$ cat config.mk
export PLATFORM = sky130hd
export DESIGN_NAME = calc_queue_flat
export DESIGN_NICKNAME = d
export VERILOG_FILES = /design/src/rtl/calc_pkg.sv /design/src/rtl/calc_queue_if.sv /design/src/rtl/calc_queue_mem.sv /design/src/rtl/calc_queue.sv /design/src/flat_wrapper.sv
export SDC_FILE = /design/constraint.sdc
export NUM_CORES = 1
export LEC_CHECK = 0
export CORE_ASPECT_RATIO = 1.25
export CORE_MARGIN = 2
export CORE_UTILIZATION = 58
export DETAILED_ROUTE_END_ITERATION = 6
export DONT_BUFFER_PORTS = 1
export GPL_TIMING_DRIVEN = 0
export PLACE_DENSITY = 0.76
export SLEW_MARGIN = 30
export SYNTH_ARGS = -nofsm -noshare
export SYNTH_HDL_FRONTEND = slang
export SYNTH_SLANG_ARGS = --single-unit
$ cat constraint.sdc
create_clock -name clk -period 2.25 [get_ports clk]
set_input_delay 0.45 -clock clk [delete_from_list [all_inputs] [get_ports clk]]
set_output_delay 0.45 -clock clk [all_outputs]
set_load 0.005 [all_outputs]
$ cat src/rtl/calc_pkg.sv
// Shared types for the calculator queue: command codes, ALU opcodes, error and state encodings.
// Pure declarations; no timing or flow control of its own.
package calc_pkg;

    localparam int DEPTH = 16;
    localparam int PTR_W = 4;

    typedef enum logic [1:0] {
        Q_PUSH         = 2'b00,
        Q_SLEEP        = 2'b01,
        Q_GET_AND_PUSH = 2'b10,
        Q_POP          = 2'b11
    } qop_e;

    typedef enum logic [2:0] {
        PUSH = 3'd0,
        ADD  = 3'd1,
        SUB  = 3'd2,
        MUL  = 3'd3,
        DIV  = 3'd4,
        REM  = 3'd5
    } alu_op_e;

    typedef enum logic [1:0] {
        ERR_NONE  = 2'd0,
        ERR_UNDER = 2'd1,
        ERR_OVER  = 2'd2,
        ERR_CALC  = 2'd3
    } err_e;

    typedef enum logic {
        RUN  = 1'b0,
        HALT = 1'b1
    } state_e;

endpackage

$ cat src/rtl/calc_queue_if.sv
// ALU <-> queue bundle: single-cycle qualified command in, operand/status view out.
// No backpressure; commands arriving while halted are dropped by the queue.
interface calc_queue_if #(
    parameter int PTR_W = calc_pkg::PTR_W
);
    logic             op_valid;
    logic [1:0]       queue_op;
    logic [7:0]       result;
    logic             has_calc_err;
    logic             err_clr;
    logic [15:0]      operands;
    logic [PTR_W:0]   count;
    logic             empty;
    logic             full;
    logic             halted;
    logic [1:0]       err_code;

    modport master (
        output op_valid, queue_op, result, has_calc_err, err_clr,
        input  operands, count, empty, full, halted, err_code
    );

    modport slave (
        input  op_valid, queue_op, result, has_calc_err, err_clr,
        output operands, count, empty, full, halted, err_code
    );
endinterface

$ cat src/rtl/calc_queue_mem.sv
// DEPTH x 8 register file, one synchronous write port, two combinational read ports.
// Write visible one cycle later; reads have zero latency; no backpressure.
module calc_queue_mem #(
    parameter int DEPTH = 16,
    parameter int PTR_W = 4
) (
    input  logic             clk,
    input  logic             rst,
    input  logic             we_i,
    input  logic [PTR_W-1:0] waddr_i,
    input  logic [7:0]       wdata_i,
    input  logic [PTR_W-1:0] raddr0_i,
    input  logic [PTR_W-1:0] raddr1_i,
    output logic [7:0]       rdata0_o,
    output logic [7:0]       rdata1_o
);

    logic [7:0] mem_q [DEPTH];

    always_ff @(posedge clk) begin
        if (rst) begin
            for (int i = 0; i < DEPTH; i++) begin
                mem_q[i] <= '0;
            end
        end else if (we_i) begin
            mem_q[waddr_i] <= wdata_i;
        end
    end

    assign rdata0_o = mem_q[raddr0_i];
    assign rdata1_o = mem_q[raddr1_i];

endmodule

$ cat src/rtl/calc_queue.sv
// Circular operand queue executing ALU queue commands; halts on underflow/overflow/calc error.
// Latency 1 cycle per command; no backpressure, commands seen while halted are dropped.
module calc_queue
    import calc_pkg::*;
#(
    parameter int DEPTH_P = calc_pkg::DEPTH,
    parameter int PTR_W_P = calc_pkg::PTR_W
) (
    input  logic        clk,
    input  logic        rst,
    calc_queue_if.slave bus
);

    localparam logic [PTR_W_P:0] CNT_FULL = (PTR_W_P+1)'(DEPTH_P);

    state_e              state_q, state_d;
    err_e                err_q, err_d;
    logic [PTR_W_P-1:0]  head_q, head_d;
    logic [PTR_W_P-1:0]  tail_q, tail_d;
    logic [PTR_W_P:0]    count_q, count_d;
    logic [PTR_W_P-1:0]  head_nxt;
    logic                we;
    logic [7:0]          rd0, rd1;
    qop_e                op;

    assign op       = qop_e'(bus.queue_op);
    assign head_nxt = head_q + 1'b1;

    always_comb begin
        state_d = state_q;
        err_d   = err_q;
        head_d  = head_q;
        tail_d  = tail_q;
        count_d = count_q;
        we      = 1'b0;

        if (state_q == HALT) begin
            // A command arriving alongside the clear is intentionally dropped.
            if (bus.err_clr) begin
                state_d = RUN;
                err_d   = ERR_NONE;
            end
        end else if (bus.op_valid) begin
            if (bus.has_calc_err) begin
                state_d = HALT;
                err_d   = ERR_CALC;
            end else begin
                case (op)
                    Q_PUSH: begin
                        if (count_q == CNT_FULL) begin
                            state_d = HALT;
                            err_d   = ERR_OVER;
                        end else begin
                            we      = 1'b1;
                            tail_d  = tail_q + 1'b1;
                            count_d = count_q + 1'b1;
                        end
                    end
                    Q_POP: begin
                        if (count_q == '0) begin
                            state_d = HALT;
                            err_d   = ERR_UNDER;
                        end else begin
                            head_d  = head_nxt;
                            count_d = count_q - 1'b1;
                        end
                    end
                    Q_GET_AND_PUSH: begin
                        // Legal when full: the slot written at tail is one of the two consumed.
                        if (count_q < (PTR_W_P+1)'(2)) begin
                            state_d = HALT;
                            err_d   = ERR_UNDER;
                        end else begin
                            we      = 1'b1;
                            head_d  = head_q + PTR_W_P'(2);
                            tail_d  = tail_q + 1'b1;
                            count_d = count_q - 1'b1;
                        end
                    end
                    default: ;
                endcase
            end
        end
    end

    always_ff @(posedge clk) begin
        if (rst) begin
            state_q <= RUN;
            err_q   <= ERR_NONE;
            head_q  <= '0;
            tail_q  <= '0;
            count_q <= '0;
        end else begin
            state_q <= state_d;
            err_q   <= err_d;
            head_q  <= head_d;
            tail_q  <= tail_d;
            count_q <= count_d;
        end
    end

    calc_queue_mem #(
        .DEPTH (DEPTH_P),
        .PTR_W (PTR_W_P)
    ) u_mem (
        .clk      (clk),
        .rst      (rst),
        .we_i     (we),
        .waddr_i  (tail_q),
        .wdata_i  (bus.result),
        .raddr0_i (head_q),
        .raddr1_i (head_nxt),
        .rdata0_o (rd0),
        .rdata1_o (rd1)
    );

    assign bus.operands = {rd1, rd0};
    assign bus.count    = count_q;
    assign bus.empty    = (count_q == '0);
    assign bus.full     = (count_q == CNT_FULL);
    assign bus.halted   = (state_q == HALT);
    assign bus.err_code = err_q;

endmodule
$ cat src/flat_wrapper.sv
// flat-port wrapper written by rule: the top's interface ports become plain ports
module calc_queue_flat import calc_pkg::*;
#(
    parameter int DEPTH_P = calc_pkg::DEPTH,
    parameter int PTR_W_P = calc_pkg::PTR_W
)
  (clk, rst, bus_op_valid, bus_queue_op, bus_result, bus_has_calc_err, bus_err_clr, bus_operands, bus_count, bus_empty, bus_full, bus_halted, bus_err_code);
  calc_queue_if bus_i ();
  input  logic clk;
  input  logic rst;
  input wire logic [$bits(bus_i.op_valid)-1:0] bus_op_valid;
  input wire logic [$bits(bus_i.queue_op)-1:0] bus_queue_op;
  input wire logic [$bits(bus_i.result)-1:0] bus_result;
  input wire logic [$bits(bus_i.has_calc_err)-1:0] bus_has_calc_err;
  input wire logic [$bits(bus_i.err_clr)-1:0] bus_err_clr;
  output wire logic [$bits(bus_i.operands)-1:0] bus_operands;
  output wire logic [$bits(bus_i.count)-1:0] bus_count;
  output wire logic [$bits(bus_i.empty)-1:0] bus_empty;
  output wire logic [$bits(bus_i.full)-1:0] bus_full;
  output wire logic [$bits(bus_i.halted)-1:0] bus_halted;
  output wire logic [$bits(bus_i.err_code)-1:0] bus_err_code;
  assign bus_i.op_valid = bus_op_valid;
  assign bus_i.queue_op = bus_queue_op;
  assign bus_i.result = bus_result;
  assign bus_i.has_calc_err = bus_has_calc_err;
  assign bus_i.err_clr = bus_err_clr;
  assign bus_operands = bus_i.operands;
  assign bus_count = bus_i.count;
  assign bus_empty = bus_i.empty;
  assign bus_full = bus_i.full;
  assign bus_halted = bus_i.halted;
  assign bus_err_code = bus_i.err_code;
  calc_queue #(.DEPTH_P(DEPTH_P), .PTR_W_P(PTR_W_P)) u_core (.clk(clk), .rst(rst), .bus(bus_i));
endmodule
Yosys cells after proc, flatten, opt, wreduce, memory -nomap -nowiden
Memory sizes are Yosys's and may differ from the RTL's. A register that Yosys moved wholly into a read port is not among the register bits.
Index checks and enable logic that the tools add are counted.
{"block": "word_totals", "regBits": 16, "ramBits": 128, "inputBits": 15, "output_inout_bits": 26, "wordCells": 78, "memories": 1}
{"block": "classes", "n_addsub": 5, "n_lt_le_gt_ge": 1, "eq_ne": 10, "n_mux": 42, "bitwise_logic": 2, "reduce_logical": 12}
{"name": "u_core.u_mem.mem_q", "words": 16, "word_bits": 8, "read_ports": 2, "rd_clocked_by_memory_dff": 1, "wr": 16, "line_no": "calc_queue_mem.sv:18", "text": "logic [7:0] mem_q [DEPTH];"}
{"cell": "4-bit two-way mux", "n": 7}
{"cell": "1-bit two-way mux", "n": 18}
{"cell": "6-bit AND reduction", "n": 3}
{"cell": "4-bit one-hot mux with 2 select lines", "n": 2}
{"cell": "5-bit two-way mux", "n": 3}
{"cell": "5-bit one-hot mux with 3 select lines", "n": 1}
{"cell": "2-bit two-way mux", "n": 7}
{"cell": "4-bit by 1-bit adder with 4-bit output (second input constant)", "n": 2}
{"cell": "8-bit two-way mux", "n": 1}
{"cell": "2-bit != test (second input constant)", "n": 4}
{"cell": "4-bit by 3-bit != test with 1-bit output (second input constant)", "n": 2}
{"cell": "8-bit OR reduction", "n": 1}
{"cell": "7-bit AND reduction", "n": 1}
{"cell": "2-bit one-hot mux with 3 select lines", "n": 1}
{"cell": "2-bit nonzero test", "n": 3}
{"cell": "5-bit by 1-bit adder with 5-bit output (second input constant)", "n": 1}
{"cell": "5-bit equality test (second input constant)", "n": 1}
{"cell": "5-bit zero test", "n": 1}
{"cell": "5-bit by 2-bit less-than comparator with 1-bit output (second input constant)", "n": 1}
{"cell": "5-bit nonzero test", "n": 1}
{"cell": "5-bit by 1-bit subtractor with 5-bit output (second input constant)", "n": 1}
{"cell": "4-bit by 2-bit adder with 4-bit output (second input constant)", "n": 1}
{"cell": "2-bit equality test (second input constant)", "n": 2}
{"cell": "4-bit by 2-bit != test with 1-bit output (second input constant)", "n": 1}
{"cell": "other kinds (5)", "n": 6}

Longest topological paths before layout
{"block": "logic_depth", "ltp_word": 11, "ltp_mapped": 10, "ltp_nobuf": 10}

Hierarchy
A second synthesis with hierarchy kept.
{"block": "hier_totals", "cells_unflattened": 572, "area_unflattened_um2": 7870.0}
{"module": "calc_queue_mem", "n_inst": 1, "cells_each": 445, "area_each_um2": 6802.8}
{"module": "calc_queue", "n_inst": 1, "cells_each": 127, "area_each_um2": 1067.3}

Worst setup path before layout
No wires, ideal clock.
{"block": "synth_path", "path_kind": "reg-to-output", "start": "register u_core.head_q[0]", "end": "output bus_operands[11]", "t_arrival_ps": 2002, "required_ps": 1800, "path_slack_ps": -202, "path_stages_with_launch": 7, "path_cell_list": "dfxtp_1 ha_1 xor2_1 buf_4 mux4_2 o31ai_1 a21oi_1"}
{"block": "synth_via", "elab_chain_cells": 2}
{"item": "start: declaration", "line_no": "calc_queue.sv:18", "text": "logic [PTR_W_P-1:0] head_q, head_d;"}
{"item": "start signal: assignment", "line_no": "calc_queue.sv:90", "text": "head_q <= '0;"}
{"item": "start signal: assignment", "line_no": "calc_queue.sv:96", "text": "head_q <= head_d;"}
{"item": "4-bit by 1-bit adder with 4-bit output", "line_no": "calc_queue.sv:27", "text": "assign head_nxt = head_q + 1'b1;"}
{"item": "memory 16 x 8 bit"}
{"item": "end: declaration", "line_no": "flat_wrapper.sv:16", "text": "output wire logic [$bits(bus_i.operands)-1:0] bus_operands;"}
Every way passes these cells.

Worst setup path in the final report
{"block": "layout_path", "start": "register u_core.head_q[0]", "end": "output bus_operands[8]"}
Same word-level chain as after synthesis.

==> summary.txt <==
STA
  – Worst-margin pin slew: 0.7538 ns
  – Minimum clock period: 2.801 ns
  – Maximum clock frequency: 357.0 MHz
  – Worst setup margin: -0.5511 ns
  – Final hold vios: 0
  – Final Skew: 0.01132 ns
  – Final period util: 124.5%
  – RSZ-0062 raised after global routing: true
  – Final setup fails: 130
  – Max-slew violations: 0
  – Slew HR: 49.75%

Worst setup path
  – Worst setup EP type: output port
  – Crit start category: flop
  – CP Class: flop to output port
  – Slowest CP cell: mux4_2
  – Worst path arrival time: 2.35 ns
  – Critical Path, Cell by Cell: ha_4, xor2_4, buf_12, buf_6, buf_4, mux4_2, o31ai_2, a21oi_2
  – Critical path peak fanout: 4
  – Critical Path Max Stage Delay: 0.49 ns
  – CP Buf/Inv Count: 3
  – CP delay by family, top: multiplexers
  – Req. time, crit path: 1.80 ns

Drt
  – Wire per inst: 30.38 um
  – Post-route ant nets: 0
  – Remaining routing DRC violations: 0
  – Met2 WL: 12.53 mm
  – Routed vias: 6,027
  – DRT iter0 DRCs: 744
  – Vias per inst: 7.158
  – Max layer used: met4
  – Drt first pass iters: 5
  – WL met1: 8.429 mm
  – Metal3 WL: 2.661 mm
  – Total wire length: 25.58 mm

Floorplan
  – Die area: 0.01487 mm2
  – Initial core utilization: 58.90%
  – Row count: 48
  – Chip width: 109.5 um
  – CORE AREA: 0.01369 mm2
  – Die Ht: 135.8 um
  – I/O pin total: 41

Logic synthesis
  – Syn Inst Count: 590
  – Most common cell in the netlist: edfxtp_1
  – Synth cell count leaders: 128 x edfxtp_1, 98 x and2_1, 65 x mux4_2
  – Number of synthesized flops with an enable pin: 128
  – Syn nets: 619
  – Syn_area_per_cell: 13.67 um2
  – Post-synth ARST share: 0%
  – Leading area contributor after synthesis: edfxtp_1
  – Synth top area share: 47.66%
  – Synth Flop Type: edfxtp_1
  – Unique masters post-synth: 45
  – Largest cells by area after synthesis: edfxtp_1 48%, mux4_2 18%, and2_1 7.6%
  – Ys Warns: 0
  – Seq/Total Area, Yosys: 52.62%
  – Mapped cell area: 0.008065 mm2
  – Yosys reg bits: 148

Clock tree
  – Cts hold-fix bufs: 0
  – Root Driver: clkbuf_16
  – Max Root-Sink Buffers: 2
  – # clock sinks: 148
  – H-tree depth: 4
  – CTS tree: built
  – Clk Latency, worst-skew pair: 0.43 ns
  – Num CTS Buffers: 17
  – Clock slew at reported path FFs: 0.07 ns

Pwr
  – Logic pwr share: 8.7%
  – NetSw: 1.623 mW
  – Pwr Density: 640.9 mW/mm2
  – Sw frac: 25.04%
  – Clock Power Share: 42.9%
  – Pleak: 3.607 nW
  – Highest ir drop seen on vdd: 487.6 uV
  – Int Pwr: 4.858 mW
  – Seq pwr share: 48.5%
  – Overall Power: 6.481 mW

Status
  – Failing checks: setup timing
  – Outcome: finished with violations

Hold path
  – HP Class: input port to flop

Cells and area
  – Share of layout cells above drive strength 1: 40.33%
  – Util after Layout: 73.85%
  – # diodes: 0
  – Area delta synth->final: 25.38%
  – Final nets: 683

Global routing
  – Global Route Usage Sum: 34.11%
  – Global-route wire length before repair: 35.40 mm
  – Total grt overflow: 0
  – Largest net degree at the start of global routing: 17
  – Vias in the first global route: 5,999
  – Initial antenna violation count: 0

Placement
  – Post-DP HPWL: 16.06 mm
  – Routability congestion estimate: 0.9252
  – I/O Buffers: 0

Flow run
  – Max Cap Viol: 0
[logic make-up (layout without fill, tap and decap cells)]
family / count (synthesis) / after routing / synth area share [%]
xor gates and xnor gates: 12 / 12 / 1.303
buffers and inverters: 50 / 127 / 2.777
and+or+nand+nor: 225 / 225 / 15.90
muxes: 84 / 84 / 20.52
DFF: 148 / 148 / 52.62
adders and majority gates: 14 / 14 / 2.265
AOI/OAI and AO/OA: 57 / 57 / 4.608
[power by group through the flow]
| stage | Sequential [mW] | Clock (mW) | Combinational, mW |
|---|---|---|---|
| final | 3.14 | 2.78 | 0.563 |
| after global routing | 3.14 | 2.88 | 0.594 |
| after CTS | 3.13 | 2.74 | 0.518 |
| after detailed placement | 3.19 | 0 | 0.447 |
| after global placement | 3.18 | 0 | 0.431 |
| after floorplan | 3.16 | 0 | 0.324 |
[sequential cells by signal, summed over array words and instances, names as in the netlist, named ones only]
name                 count
u_core.bus.count         5
u_core.bus.err_code      2
u_core.bus.halted        1
u_core.head_q            4
u_core.tail_q            4
u_core.u_mem.mem_q     128
[placed cells by master, fill, tap and decap left out, types with 4 or more instances in the layout]
cell          n
inv_1         8
mux2i_1      15
ha_1         12
a21o_4        4
a21oi_1      12
buf_12       14
and2_1       88
buf_8         4
mux4_2       65
and3_1       14
clkbuf_16    19
and3_4       20
o31ai_2       7
nand2_1      22
edfxtp_1    128
and2_4       11
dfxtp_4       4
clkinvlp_4    5
buf_4        30
a32oi_1       5
buf_6        14
dfxtp_1      13
or2_4        12
clkbuf_1     15
a21oi_2       4
nor2_1       17
o21ai_0      10
nor2_4       12
or3_1         4
xnor2_1       6
[worst paths after layout]
check	slack, ns	depth (start not counted)	start	to
hold reg to reg	0.51	2	u_core.bus.err_code[0]$_SDFFE_PP0P_	u_core.bus.err_code[0]$_SDFFE_PP0P_
hold / removal	0.11	1	rst	u_core.bus.halted$_SDFF_PP0_
setup / recovery	-0.55	8	u_core.head_q[0]$_SDFFE_PP0N_	bus_operands[8]
setup reg to reg	-0.10	7	u_core.bus.count[1]$_SDFFE_PP0P_	u_core.u_mem.mem_q[2][6]$_SDFFCE_PN0P_
[routing by layer]
metal  vias up  track usage [%]
li1       2401                -
met4         0            21.80
met1      2963            40.98
met2       524            54.94
met5         -                0
met3       139            8.054
[cell type report]
type	count	area, um2
buffer	37	352.8
clock buffer	17	425.4
clock inverter	15	147.6
fill	832	3581
inverter	8	30.03
multi-input combinational	392	4123
sequential	148	4263
tap	175	219.0
timing repair buffer	50	551.8
[metrics by stage]
step | TNS [ns] | cell area, um2 | hold WS (ns) | setup WS (ns) | std cells
6_report | -11.14 | 10110 | 0.1083 | -0.5511 | 842
5_1_grt | -15.10 | 10110 | 0.1156 | -0.5883 | 842
3_3_place_gp | -59.39 | 8338 | 0.4879 | -0.8711 | 765
3_5_place_dp | -70.40 | 8338 | 0.4943 | -0.9047 | 765
4_1_cts | -7.534 | 9550 | 0.1153 | -0.5041 | 819
2_1_floorplan | 0 | 8119 | 0.4658 | 0.01180 | 590
[repair_timing]
action,in CTS,in global routing
endpoints found under the hold margin,0,0
setup buffers,21,25
gates resized for setup,116,71
gates cloned,5,1
pin swaps,8,42
endpoints found under the setup margin,274,169
(Power assumes the default switching activity.)
